$ cat config.mk
export PLATFORM = sky130hd
export DESIGN_NAME = mem_access_ctrl
export DESIGN_NICKNAME = d
export VERILOG_FILES = /design/src/rtl/mem_access_ctrl.sv
export SDC_FILE = /design/constraint.sdc
export NUM_CORES = 1
export LEC_CHECK = 0
export ABC_AREA = 1
export CORE_MARGIN = 2
export CORE_UTILIZATION = 41
export DETAILED_ROUTE_END_ITERATION = 7
export GPL_TIMING_DRIVEN = 0
export PLACE_DENSITY_LB_ADDON = 0.12
export SYNTH_ARGS = -nofsm -noshare
export SYNTH_HDL_FRONTEND = slang
export SYNTH_SLANG_ARGS = --single-unit
$ cat constraint.sdc
create_clock -name iClk -period 3.25 [get_ports iClk]
set_clock_uncertainty 0.05 [all_clocks]
set_input_delay 0.975 -clock iClk [delete_from_list [all_inputs] [get_ports iClk]]
set_output_delay 0.975 -clock iClk [all_outputs]
set_load 0.005 [all_outputs]
$ cat src/rtl/mem_access_ctrl.sv
// ---------------------------------------------------------------------------
// mem_access_ctrl
// Couples a word-wide write-burst stream to the memory's word-write port and
// round-robin arbitrates two byte readers onto the memory's byte-read port.
//
// Write FSM states:
//   state | meaning
//   IDLE  | waiting for iWrStart; the only state that samples base/count
//   BURST | accepting stream words, one memory write per accepted word
//   DONE  | single cycle announcing burst completion on oWrDone
//
// Ports
//   iClk, iRst_n            clock, async active-low reset
//   iWrStart/ivWrBase/ivWrCount  burst start, base word address, word count
//   iWrValid/ivWrData/oWrReady   write stream handshake
//   iWrAbort                terminate the running burst
//   oWrDone/oWrAborted      one-cycle completion / abort pulses
//   iRdReq0/1, ivRdAddr0/1  byte read requests and addresses
//   oRdGnt0/1               one-cycle grant pulses
//   oRdValid0/1, ovRdData   read return strobes and shared byte data
//   oMemWE/ovMemAddrA/ovMemDataA  memory word-write port
//   ovMemAddrB/ivMemDataB   memory byte-read port
//   oBusy                   burst active or reads still in flight
// ---------------------------------------------------------------------------
module mem_access_ctrl #(
    parameter int RD_LAT    = 2,
    parameter int MAX_WORDS = 1024
) (
    input  logic        iClk,
    input  logic        iRst_n,
    input  logic        iWrStart,
    input  logic [9:0]  ivWrBase,
    input  logic [10:0] ivWrCount,
    input  logic        iWrValid,
    input  logic [31:0] ivWrData,
    output logic        oWrReady,
    input  logic        iWrAbort,
    output logic        oWrDone,
    output logic        oWrAborted,
    input  logic        iRdReq0,
    input  logic        iRdReq1,
    input  logic [11:0] ivRdAddr0,
    input  logic [11:0] ivRdAddr1,
    output logic        oRdGnt0,
    output logic        oRdGnt1,
    output logic        oRdValid0,
    output logic        oRdValid1,
    output logic [7:0]  ovRdData,
    output logic        oMemWE,
    output logic [9:0]  ovMemAddrA,
    output logic [31:0] ovMemDataA,
    output logic [11:0] ovMemAddrB,
    input  logic [7:0]  ivMemDataB,
    output logic        oBusy
);

    localparam logic [10:0] MAX_CNT = 11'(MAX_WORDS);

    typedef enum logic [1:0] {
        IDLE  = 2'd0,
        BURST = 2'd1,
        DONE  = 2'd2
    } wrState_t;

    wrState_t    wrState;
    logic [9:0]  wrAddr;
    logic [10:0] wrRemain;
    logic [10:0] startCount;

    logic        hazard0, hazard1;
    logic        elig0, elig1;
    logic        gnt0, gnt1;
    logic        lastGnt1;
    logic [11:0] addrBHold;
    logic [RD_LAT-1:0] pipeV;
    logic [RD_LAT-1:0] pipeId;

    // ---------------- write path ----------------
    assign startCount = (ivWrCount > MAX_CNT) ? MAX_CNT : ivWrCount;

    // Ready drops on the abort cycle so the handshake never reports a word
    // that is not actually written.
    assign oWrReady   = (wrState == BURST) && !iWrAbort;
    assign oMemWE     = oWrReady && iWrValid;
    assign ovMemAddrA = wrAddr;
    assign ovMemDataA = oMemWE ? ivWrData : 32'd0;

    always_ff @(posedge iClk or negedge iRst_n) begin
        if (!iRst_n) begin
            wrState    <= IDLE;
            wrAddr     <= '0;
            wrRemain   <= '0;
            oWrDone    <= 1'b0;
            oWrAborted <= 1'b0;
        end else begin
            oWrDone    <= 1'b0;
            oWrAborted <= 1'b0;
            case (wrState)
                IDLE: begin
                    if (iWrStart) begin
                        wrAddr   <= ivWrBase;
                        wrRemain <= startCount;
                        if (startCount == 11'd0) begin
                            wrState <= DONE;
                            oWrDone <= 1'b1;
                        end else begin
                            wrState <= BURST;
                        end
                    end
                end
                BURST: begin
                    if (iWrAbort) begin
                        wrState    <= IDLE;
                        oWrAborted <= 1'b1;
                    end else if (iWrValid) begin
                        wrAddr   <= wrAddr + 10'd1;
                        wrRemain <= wrRemain - 11'd1;
                        if (wrRemain == 11'd1) begin
                            wrState <= DONE;
                            oWrDone <= 1'b1;
                        end
                    end
                end
                DONE:    wrState <= IDLE;
                default: wrState <= IDLE;
            endcase
        end
    end

    // ---------------- read arbiter ----------------
    // A read of the word being written this very cycle would return stale
    // data from the memory, so that requester sits out one cycle.
    assign hazard0 = oMemWE && (ivRdAddr0[11:2] == wrAddr);
    assign hazard1 = oMemWE && (ivRdAddr1[11:2] == wrAddr);

    // Reset gates the combinational grants so every output is quiet while
    // iRst_n is low, even with requests held high.
    assign elig0 = iRst_n && iRdReq0 && !hazard0;
    assign elig1 = iRst_n && iRdReq1 && !hazard1;

    assign gnt0 = elig0 && (!elig1 || lastGnt1);
    assign gnt1 = elig1 && (!elig0 || !lastGnt1);

    assign oRdGnt0    = gnt0;
    assign oRdGnt1    = gnt1;
    assign ovMemAddrB = gnt0 ? ivRdAddr0 : (gnt1 ? ivRdAddr1 : addrBHold);

    always_ff @(posedge iClk or negedge iRst_n) begin
        if (!iRst_n) begin
            lastGnt1  <= 1'b1;
            addrBHold <= '0;
            pipeV     <= '0;
            pipeId    <= '0;
        end else begin
            if (gnt0 || gnt1) begin
                lastGnt1  <= gnt1;
                addrBHold <= ovMemAddrB;
            end
            // Tag pipeline tracks the memory's read latency: the tag entering
            // at the grant leaves exactly when its byte arrives.
            pipeV[0]  <= gnt0 || gnt1;
            pipeId[0] <= gnt1;
            for (int i = 1; i < RD_LAT; i++) begin
                pipeV[i]  <= pipeV[i-1];
                pipeId[i] <= pipeId[i-1];
            end
        end
    end

    assign oRdValid0 = pipeV[RD_LAT-1] && !pipeId[RD_LAT-1];
    assign oRdValid1 = pipeV[RD_LAT-1] &&  pipeId[RD_LAT-1];
    assign ovRdData  = iRst_n ? ivMemDataB : 8'd0;

    assign oBusy = (wrState != IDLE) || (|pipeV);

endmodule

Word-level counts from Yosys, hierarchy flattened
Index checks and enable logic that the tools add are counted.
- flip-flop bits (word level): 42
- input bits: 92
- output and inout bits: 71
- add/subtract/negate cells: 2
- magnitude comparators: 1
- eq/ne operators: 9
- mux-type cells: 27
- reductions and logical operators: 30
- operators with widths (cell ; number):
    two-way mux 11 bit ; 4
    two-way mux 32 bit ; 1
    two-way mux 10 bit ; 3
    two-way mux 12 bit ; 2
    one-hot mux 11 bit (2 select lines) ; 1
    equality test 10 bit ; 2
    one-hot mux 10 bit (2 select lines) ; 1
    logical AND 1 bit ; 12
    equality test 11 x 1 -> 1 bit, second input constant ; 1
    greater-than comparator 11 bit, second input constant ; 1
    zero test 11 bit ; 1
    subtractor 11 x 1 -> 11 bit, second input constant ; 1
    adder 10 x 1 -> 10 bit, second input constant ; 1
    two-way mux 2 bit ; 5
    two-way mux 8 bit ; 1
    zero test 1 bit ; 7
    two-way mux 1 bit ; 7
    != test 2 bit, second input constant ; 3
    logical OR 1 bit ; 4
    one-hot mux 2 bit (2 select lines) ; 1
    AND reduction 4 bit ; 1
    nonzero test 2 bit ; 2
    != test 3 x 2 -> 1 bit, second input constant ; 1
    != test 3 bit, second input constant ; 1
    5 further kinds ; 5

Depth between registers and ports, before layout
- depth in word-level cells: 11
- depth in mapped cells: 11

Least setup slack after synthesis
No wires, ideal clock.
- path type: input to output
- from: input iWrValid
- to: output ovMemAddrB[10]
- arrival time: 1.971 ns
- setup slack: 0.254 ns
- cell stages on the path: 9
- path buffers: 1
- cells stage by stage: inv_1 -> nor3_4 -> nand2_1 -> nor2_2 -> nand2_2 -> nand2_2 -> buf_6 -> nand3_2 -> nand3_1
- word-level cells in the longest chain between the ends: 9
- elaborated cells on any way between the ends: 15
- those cells by class: mux (2); reduce/logical (13)
- RTL lines (item ; line ; RTL):
    from (decl) ; 34 ; input logic iWrValid,
    logical AND 1 bit (*) ; 84 ; assign oMemWE = oWrReady && iWrValid;
    named net oMemWE ; 49 ; output logic oMemWE,
    logical AND 1 bit ; 133 ; assign hazard0 = oMemWE && (ivRdAddr0[11:2] == wrAddr);
    zero test 1 bit ; 138 ; assign elig0 = iRst_n && iRdReq0 && !hazard0;
    logical AND 1 bit ; 138 ;
    zero test 1 bit ; 142 ; assign gnt1 = elig1 && (!elig0 || !lastGnt1);
    logical OR 1 bit ; 142 ;
    logical AND 1 bit ; 142 ;
    two-way mux 12 bit ; 146 ; assign ovMemAddrB = gnt0 ? ivRdAddr0 : (gnt1 ? ivRdAddr1 : addrBHold);
    two-way mux 12 bit (*) ; 146 ;
    to (decl) ; 52 ; output logic [11:0] ovMemAddrB,
The timed path passes the listed nets; every way through them passes the cells marked *.

Worst setup path in the final report
- from: input ivRdAddr0[9]
- to: output ovMemAddrB[10]
- word-level cells in the longest chain between the ends: 9
- elaborated cells on any way between the ends: 10
- those cells by class: eq/ne (1); mux (2); reduce/logical (7)
- RTL lines (item ; line ; RTL):
    from (decl) ; 42 ; input logic [11:0] ivRdAddr0,
    equality test 10 bit (*) ; 133 ;
    logical AND 1 bit (*) ; 133 ;
    zero test 1 bit (*) ; 138 ;
    logical AND 1 bit (*) ; 138 ;
    zero test 1 bit ; 142 ;
    logical OR 1 bit ; 142 ;
    logical AND 1 bit ; 142 ;
    two-way mux 12 bit ; 146 ;
    two-way mux 12 bit (*) ; 146 ;
Mark *: on every way between the ends. The rest lies on a longest branch, timed or not.

==> impl_metrics.toml <==
[run_status]
status = "finished, violations left"
violations = "negative setup slack"

[power]
ir_drop_mv = 0.360
p_per_area_mw_per_mm2 = 545
p_leak_uw = 0.00302

[timing]
tightest_slew_ns = 0.568
fmax_mhz = 286
rsz0062_at_grt = "true"
finalSetupViolations = 14
maxSlewHeadroom_pct = 62.1
hold_viol = 0
worst_slack_ns = -0.241
final_max_slew_viol_count = 0
post-route-period-util_pct = 107
period_needed_ns = 3.49

[finish]
mostFrequentLayoutCells = "nand2_1, clkdlybuf4s50_1, inv_1, nor2_1, dfrtp_1"
drive_gt1_share_pct = 28.5
nets = 796
final_common_cell = "nand2_1"
area_delta_synth_final_pct = 81.2
fillerInstances = 510
antenna_cells = 0
final_core_util_pct = 77.6
final_area_sq_mm = 0.00572

[clock_network]
ctsHoldBuffers = 0
numCtsBuffers = 5
tritoncts = "done"
ctsRootBufferMaster = "clkbuf_8"
max-clock-path-buffers = 2
h-tree-depth = 2
cts_num_sinks = 42
cts.clk_slew.worst_paths_ns = 0.09
insertion_delay_ns = 0.31

[setup_path]
startpoint_type = "input port"
reg2reg_from = "wrState[1]"
crit_type = "input port to output port"
critPathMaxFanout = 7
end_kind = "output port"
arrival_ns = 2.47
required_ns = 2.22
cp-startpoint = "ivRdAddr0[9]"

[synthesis]
synthTopCellsByArea = "dfrtp_1, nand2_1, nand3_1, inv_1, nor2_1"
synth_top_area_share_pct = 32.5
synth_area_leader_cell = "dfrtp_1"
synth_edf_count = 0
syn_nets = 588
async_flop_share_pct = 100
synth-seq-cells = 42
synthFlopType = "dfrtp_1"
synth_cell_types = 32
synth.cell_area_sq_mm = 0.00316
avgSynthCellArea_sq_um = 6.40
synthCells = 493
synth-warning-count = 0
seq_area_frac_synth_pct = 33.3

[flow_run]
maxCapViolations = 0

[floorplan]
dieArea_sq_mm = 0.00841
core.rowCount = 31
core_area_sq_mm = 0.00737
fp.dieW_um = 91.7
pin_count = 163
die_y_um = 91.7
start_util_pct = 42.8

[grt]
overflow = 0
grt_max_degree = 24
grt_pass1_vias = 4198
grt_pass1_wl_um = 20300
grt_usage_pct = 30.3
antenna_found_initial = 0

[routing]
vias = 4313
ant_nets = 0
drc = 0
drt_iter0_drc = 309
wl_per_cell_um = 17.5
vias_per_cell = 5.38
wirelength_um = 14000
drt_first_pass_iters = 5

[placed_design]
place_congestion = 0.849
place_area_sq_mm = 0.00492
dp.final_hpwl_um = 8280
place.port_buffers = 162

[worst_hold_path]
hold_path_class = "flip-flop to flip-flop"
hold_start = "pipeId[0]"
[synth_stat cells (2+ instances only)]
master      n
nand2_1   110
inv_1      85
nor2_1     70
nand3_1    64
dfrtp_1    41
o21ai_0    27
a21oi_1    20
nand3_2    11
clkbuf_1    9
xnor2_1     9
buf_2       5
nand2_2     5
a31oi_1     4
nor3_1      4
buf_6       3
ha_1        3
inv_2       3
o22ai_1     3
xor2_1      3
a22oi_1     2
[layer usage]
layer  vias to the layer above  global-route usage, %  routed length (um)
li1                       1969                      -                   -
met1                      2006                   35.1                5160
met2                       271                   52.1                7050
met3                        67                   6.24                1120
met4                         0                   17.0                 695
met5                         -                      0                   0
[repair_timing]
item	4_1_cts	5_1_grt
cloned	3	1
setup endpoints to repair	55	16
gates resized for setup	254	103
pin swaps	41	26
buffers inserted	32	3
hold endpoints to repair	0	0
[worst max-delay path, cell delays in order]
cell and delay [ns]:
clkbuf_2 0.13, xnor2_1 0.27, nand2_2 0.13, nor2_4 0.17
nand2_4 0.09, nand2_4 0.09, buf_8 0.14, buf_8 0.15
nand3_4 0.09, nand3_4 0.10, buf_2 0.11
[stage by stage]
step                      setup TNS (ns)  std cells  total power, uW  hold WS [ns]  setup WS, ns
final                              -2.53        801             3120         0.330        -0.241
after global routing               -2.88        801             3340         0.342        -0.258
after CTS                         -0.871        797             2970         0.321        -0.110
after detailed placement          -36.67        755             2450         0.286         -1.12
after global placement            -85.84        754             2390         0.292         -2.58
after floorplan                        0        493             1760         0.281         0.254
[state kept, by name, summed over array words and instances (netlist names)]
register / count
addrBHold: 12
oWrDone: 1
wrRemain: 11
pipeId: 2
lastGnt1: 1
oWrAborted: 1
wrState: 2
pipeV: 2
ovMemAddrA: 10
[logic make-up (layout without fill, tap and decap cells)]
group | Yosys count | count (layout) | synth area share, %
fa+ha+maj | 3 | 3 | 1.19
flops | 42 | 42 | 33.3
xor+xnor | 12 | 12 | 3.33
buf+inv | 107 | 316 | 13.8
simple gates | 266 | 266 | 37.4
compound gates | 63 | 63 | 11.0
[worst paths after layout]
path                       depth (start not counted)             end  slack, ns
max in group asynchronous                          2     wrRemain[8]       2.33
min                                                0       pipeId[1]       0.33
min in group asynchronous                          1       pipeId[0]       0.44
min reg2reg                                        0       pipeId[1]       0.33
max                                               11  ovMemAddrB[10]      -0.24
max reg2reg                                        9     wrRemain[4]       1.15
[where the power goes]
| group | switching (uW) | leakage [uW] | internal [uW] |
|---|---|---|---|
| clock | 209 | 0.0000504 | 229 |
| sequential | 196 | 0.000512 | 695 |
| combinational | 1000 | 0.00245 | 783 |
| total | 1410 | 0.00302 | 1710 |
[cell type report]
cell class / instances / area (sq um) / share of cell area [%]
multi-input combinational: 344 / 2100 / 36.8
sequential: 42 / 1050 / 18.4
clock buffer: 5 / 68.8 / 1.20
timing repair buffer: 201 / 1810 / 31.7
tap: 99 / 124 / 2.17
clock inverter: 3 / 45.0 / 0.788
buffer: 19 / 178 / 3.11
inverter: 88 / 333 / 5.82
Power figures use the tool's default switching activity.
